==> src/rtl/m_ex_issue.sv <==
// Execute-stage issue register feeding m_alu: operand forwarding, immediate
// extension and ALU selector decode, held in a single valid/ready entry.
module m_ex_issue #(
  parameter int WIDTH = 32,
  parameter int REGW  = 5
) (
  input  logic             clk,
  input  logic             rst,
  input  logic             in_valid,
  output logic             in_ready,
  input  logic [1:0]       in_aluop,
  input  logic [5:0]       in_funct,
  input  logic             in_alusrc,
  input  logic [WIDTH-1:0] in_rs_val,
  input  logic [WIDTH-1:0] in_rt_val,
  input  logic [15:0]      in_imm,
  input  logic [REGW-1:0]  in_rs_idx,
  input  logic [REGW-1:0]  in_rt_idx,
  input  logic [REGW-1:0]  in_rd_idx,
  input  logic             flush,
  input  logic             exmem_we,
  input  logic [REGW-1:0]  exmem_idx,
  input  logic [WIDTH-1:0] exmem_data,
  input  logic             memwb_we,
  input  logic [REGW-1:0]  memwb_idx,
  input  logic [WIDTH-1:0] memwb_data,
  output logic             out_valid,
  input  logic             out_ready,
  output logic [WIDTH-1:0] primerOperando,
  output logic [WIDTH-1:0] segundoOperando,
  output logic [3:0]       selector,
  output logic [REGW-1:0]  out_rd_idx,
  output logic             illegal
);

  logic             capture;
  logic [WIDTH-1:0] fwd_rs;
  logic [WIDTH-1:0] fwd_rt;
  logic [WIDTH-1:0] ext_imm;
  logic [3:0]       sel_next;
  logic             ill_next;

  assign in_ready = !flush && (!out_valid || out_ready);
  assign capture  = in_valid && in_ready;

  // Register 0 is hard-wired, so a matching index of 0 never forwards.
  always_comb begin
    fwd_rs = in_rs_val;
    if (exmem_we && (exmem_idx != '0) && (exmem_idx == in_rs_idx))
      fwd_rs = exmem_data;
    else if (memwb_we && (memwb_idx != '0) && (memwb_idx == in_rs_idx))
      fwd_rs = memwb_data;
  end

  always_comb begin
    fwd_rt = in_rt_val;
    if (exmem_we && (exmem_idx != '0) && (exmem_idx == in_rt_idx))
      fwd_rt = exmem_data;
    else if (memwb_we && (memwb_idx != '0) && (memwb_idx == in_rt_idx))
      fwd_rt = memwb_data;
  end

  always_comb begin
    if (in_aluop == 2'b11)
      ext_imm = {{(WIDTH-16){1'b0}}, in_imm};
    else
      ext_imm = {{(WIDTH-16){in_imm[15]}}, in_imm};
  end

  always_comb begin
    sel_next = 4'b0010;
    ill_next = 1'b0;
    case (in_aluop)
      2'b00: sel_next = 4'b0010;
      2'b01: sel_next = 4'b0110;
      2'b11: sel_next = 4'b0001;
      default: begin
        case (in_funct)
          6'b100000: sel_next = 4'b0010;
          6'b100010: sel_next = 4'b0110;
          6'b100100: sel_next = 4'b0000;
          6'b100101: sel_next = 4'b0001;
          6'b101010: sel_next = 4'b0111;
          6'b100111: sel_next = 4'b1100;
          default: begin
            sel_next = 4'b1111;
            ill_next = 1'b1;
          end
        endcase
      end
    endcase
  end

  // Flush clears only the valid/illegal flags; data registers keep their value.
  always_ff @(posedge clk or posedge rst) begin
    if (rst) begin
      out_valid       <= 1'b0;
      primerOperando  <= '0;
      segundoOperando <= '0;
      selector        <= '0;
      out_rd_idx      <= '0;
      illegal         <= 1'b0;
    end else if (flush) begin
      out_valid <= 1'b0;
      illegal   <= 1'b0;
    end else if (capture) begin
      out_valid       <= 1'b1;
      primerOperando  <= fwd_rs;
      segundoOperando <= in_alusrc ? ext_imm : fwd_rt;
      selector        <= sel_next;
      out_rd_idx      <= in_rd_idx;
      illegal         <= ill_next;
    end else if (out_valid && out_ready) begin
      out_valid <= 1'b0;
      illegal   <= 1'b0;
    end
  end

endmodule

==> config.mk <==
export PLATFORM = sky130hd
export DESIGN_NAME = m_ex_issue
export DESIGN_NICKNAME = d
export VERILOG_FILES = /design/src/rtl/m_ex_issue.sv
export SDC_FILE = /design/constraint.sdc
export NUM_CORES = 1
export LEC_CHECK = 0
export CAP_MARGIN = 15
export CORE_UTILIZATION = 35
export DETAILED_ROUTE_END_ITERATION = 6
export PLACE_DENSITY_LB_ADDON = 0.08
export SLEW_MARGIN = 25
export SYNTH_ARGS = -nofsm -noshare
export SYNTH_HDL_FRONTEND = slang
export SYNTH_SLANG_ARGS = --single-unit
==> constraint.sdc <==
create_clock -name clk -period 2.6 [get_ports clk]
set_input_delay 0.52 -clock clk [delete_from_list [all_inputs] [get_ports clk]]
set_output_delay 0.52 -clock clk [all_outputs]
set_load 0.005 [all_outputs]
# Word level (Yosys, flattened, before mapping)
# Index checks and enable logic that the tools add are counted.
# word_totals
inputBits	185
word_cells	53
ff_bits	75
out_inout_bits	76
# op_classes
mux	15
eq_ne	12
n_reduce_logical	19
n_bitwise	1
# op_table
cell	n
$mux 32	6
$eq 6x6->1 const B	6
$pmux 4 s6	1
$eq 5x5->1	4
$pmux 4 s3	1
$reduce_bool 5->1	2
$logic_and 1x1->1	9
$mux 1	7
$reduce_or 6->1	1
$reduce_bool 3->1	1
$reduce_or 3->1	1
$eq 2x1->1 const B	1
$eq 2x2->1 const B	1
$logic_not 1->1	2
$logic_not 2->1	1
$reduce_and 2->1	1
$logic_or 1x1->1	1
$not 1->1	1

# Logic depth before layout (Yosys ltp)
# depth
ltp_word	6
mapped_depth	8
depth_no_buf	5

# Least setup slack after synthesis
# Ideal clock, no wire load.
# synth_timing
kind	input-to-reg
start	input exmem_idx[1]
end	register segundoOperando[19]
path_slack_ns	0.465
required_ns	2.474
setup_time_ns	0.126
n_path_buf	2
t_arrival_ns	2.008
stages	7
cell_sequence	or4_1 -> o21ai_2 -> or4_4 -> buf_6 -> clkbuf_1 -> o21ai_1 -> a221o_1
# synth_between
elab_chain_len	5
word_cells_on_any_way	6
cone_classes	eq/ne (1); mux (2); reduce/logical (3)
# synth_lines
item	line	rtl
start: declaration	22	input logic [REGW-1:0] exmem_idx,
$reduce_bool 5->1	57	if (exmem_we && (exmem_idx != '0) && (exmem_idx == in_rt_idx))
$logic_and 1x1->1	57	
$logic_and 1x1->1 (*)	57	
$mux 32 (*)	57	
$mux 32 (*)	109	segundoOperando <= in_alusrc ? ext_imm : fwd_rt;
end signal: assignment	109	
end: declaration	30	output logic [WIDTH-1:0] segundoOperando,
# Every way passes the cells marked *; elsewhere a longest branch is shown, timed or not.
# A chain may end at the register's enable or synchronous reset.

# Worst setup path in the final report
# layout_timing
start	input in_rt_idx[0]
end	register segundoOperando[30]
# layout_between
elab_chain_len	5
word_cells_on_any_way	7
cone_classes	eq/ne (2); mux (3); reduce/logical (2)
# layout_lines
item	line	rtl
start: declaration	18	input logic [REGW-1:0] in_rt_idx,
$eq 5x5->1	59	else if (memwb_we && (memwb_idx != '0) && (memwb_idx == in_rt_idx))
$logic_and 1x1->1	59	
$mux 32	59	
$mux 32 (*)	57	
$mux 32 (*)	109	
# Marked as above.

==> impl_metrics.tcl <==
set metrics [dict create \
    rsz0062_at_grt "false" \
    maxSlewHeadroom 0.585 \
    utilization 0.608 \
    synth_top_cell_by_area "dfrtp_1" \
    r2r_cells 5 \
    drt_pass1_iterations 4 \
    whs_ns 0.477 \
    hold_path.class "register to register" \
    diodes 0 \
    ys.flop_type "dfrtp_1" \
    fmax_ghz 0.416 \
    crit_fanout 21 \
    core_um2 13200 \
    power.leakage_nw 3.04 \
    layout_common_cells "260 x clkdlybuf4s50_1, 75 x dfrtp_1, 48 x mux2i_1, 48 x nand2_1, 31 x buf_4" \
    vias 5336 \
    cts_hold_buffers 0 \
    antenna_found_initial 0 \
    cts_setup_buffers 0 \
    rows 42 \
    avgSynthCellArea_um2 9.16 \
    hold_viol 0 \
    peakVddDrop_mv 0.351 \
    grt_max_degree 76 \
    die_area_um2 14000 \
    cts.clk_slew.worst_paths_ns 0.06 \
    drtAntennaViolNets 0 \
    drc 0 \
    yosysWarnings 0 \
    place.gp.congestion 0.926 \
    hold_path_depth 2 \
    initial_core_util 0.358 \
    top_level_ports 261 \
    root_buffer "clkbuf_16" \
    numCtsBuffers 9 \
    seqCellArea_um2 1880 \
    syn-num-nets 701 \
    reg2reg_to "segundoOperando[30]" \
    hpwlAfterDp_um 14000 \
    htreeDepth 3 \
    grt.total_usage 0.268 \
    synth_area_leaders "dfrtp_1 40%, mux2i_1 10%, nand2_1 3.8%, o221a_1 3.8%, a221o_1 3.4%" \
    worstHoldStart "out_rd_idx[3]" \
    rrSetupSlack_ns 0.87 \
    synth_edf_count 0 \
    crit_type "input port to register" \
    drt-initial-drc-count 315 \
    clock_latency_ns 0.34 \
    synthToLayoutAreaGrowth_pct 69.8 \
    viasPerCell 5.55 \
    grt_pass1_vias 5673 \
    fin_area_um2 8020 \
    setup_violations 0 \
    synth_cells 516 \
    finalWirelength_um 18700 \
    fin_nets 966 \
    drive_gt1_frac 0.0852 \
    worstPathArrival_ns 2.62 \
    fin_skew_ns 0.00721 \
    placed_area_um2 7730 \
    startpoint_type "input port" \
    final_common_cell "clkdlybuf4s50_1" \
    portBuffers 260 \
    cts.sinks 75 \
    drv_cap 0 \
    multiInputGateArea_um2 2590 \
    async_flop_share 1.00 \
    outcome "complete, no violations" \
    maxSlewViolCount 0 \
    synth.distinct_cells 41 \
    wire_per_inst_um 19.4 \
    max_stage_delay_ns 0.48 \
    ctsResizeCount 0 \
    cts_tree "done" \
    dp_cells 945 \
    period_share 0.925 \
    synth.ff_latch_count 75 \
    hold_end "out_rd_idx[3]" \
    required_ns 2.81 \
    timing.rr.start "out_valid" \
    grt_remaining_overflow 0 \
    slowest_stage "or4_4" \
    die_h_um 118 \
    fin_cells 962 \
    tns_ns 0 \
    end_kind "register" \
    synth_top_cell_area_share 0.397 \
    syn_area_um2 4720 \
    clock_path_buffers 2 \
    fin_crit_ns 2.41 \
    crit_chain "clkdlybuf4s50_1 > buf_4 > xnor2_1 > nand3_1 > or4_4 > buf_12 > o221a_1 > a221o_1" \
    worst_pin_slew_ns 0.623 \
    grt_pass1_wl_um 29400 \
    die_x_um 118 \
    powerDensity_nw_per_um2 510 \
    synth-seq-area-share 0.397 \
    fillers 1169 \
]
sequential cells by signal, indices dropped and copies added, names as in the netlist:
signal and flops:
selector 4, primerOperando 32, illegal 1, out_rd_idx 5
out_valid 1, segundoOperando 32
cell type report:
| cell class | instances | share of cell area |
|---|---|---|
| repair buffers | 300 | 0.375 |
| clock inverters | 6 | 0.00608 |
| flip-flops and latches | 75 | 0.234 |
| clock buffers | 10 | 0.0285 |
| well taps | 176 | 0.0275 |
| multi-input cells | 381 | 0.322 |
| inverters | 14 | 0.00671 |
cell families (layout without fill, tap and decap cells):
logic type | after synthesis | count (layout) | share of synthesized area
XOR/XNOR | 21 | 21 | 0.0389
AND/OR/NAND/NOR | 151 | 151 | 0.160
flip-flops | 75 | 75 | 0.397
buffers and inverters | 60 | 330 | 0.0591
AO/OA/AOI/OAI | 161 | 161 | 0.243
multiplexers | 48 | 48 | 0.102
critical path, delay by kind of cell:
family	cells	cell delay, ns
buffers and inverters	3	0.76
AND/OR/NAND/NOR	2	0.61
AO/OA/AOI/OAI	2	0.56
XOR/XNOR	1	0.15
how the worst max path moves through the flow:
stage	from	end	slack, ns	cells past startpoint
2_1_floorplan	rst	illegal	0.17	1
3_3_place_gp	memwb_idx[1]	segundoOperando[5]	-0.14	6
3_5_place_dp	memwb_idx[2]	segundoOperando[5]	-0.25	6
4_1_cts	memwb_idx[2]	segundoOperando[5]	0.10	6
5_1_grt	memwb_idx[1]	segundoOperando[29]	0.12	6
6_report	in_rt_idx[0]	segundoOperando[30]	0.19	8
per-layer routing:
metal	wire [um]	track usage
met2	9200	0.449
met4	675	0.140
met3	1280	0.0647
met1	7500	0.318
met5	0	0
synth_stat cells, types with 9 or more instances:
| cell | n |
|---|---|
| a21oi_1 | 20 |
| a221o_1 | 16 |
| a31oi_1 | 18 |
| clkbuf_1 | 32 |
| dfrtp_1 | 75 |
| inv_1 | 14 |
| mux2i_1 | 48 |
| nand2_1 | 48 |
| nand3_1 | 30 |
| nor2_1 | 26 |
| nor4_1 | 17 |
| o211ai_1 | 14 |
| o21ai_0 | 21 |
| o21ai_1 | 14 |
| o221a_1 | 16 |
| o22ai_1 | 20 |
| o311a_1 | 9 |
| xnor2_1 | 15 |
stage by stage:
stage / total power, mW / setup slack, ns
floorplan: 1.99 / 0.170
global placement: 2.89 / -0.137
detailed placement: 2.92 / -0.253
CTS: 4.13 / 0.105
global route: 4.29 / 0.117
finish: 4.09 / 0.195
where the power goes:
group	switching, mW	leakage (nW)	internal [mW]
registers	0.133	0.885	1.37
clock network	0.530	0.137	0.657
logic	0.531	2.02	0.871
(Power assumes the default switching activity.)
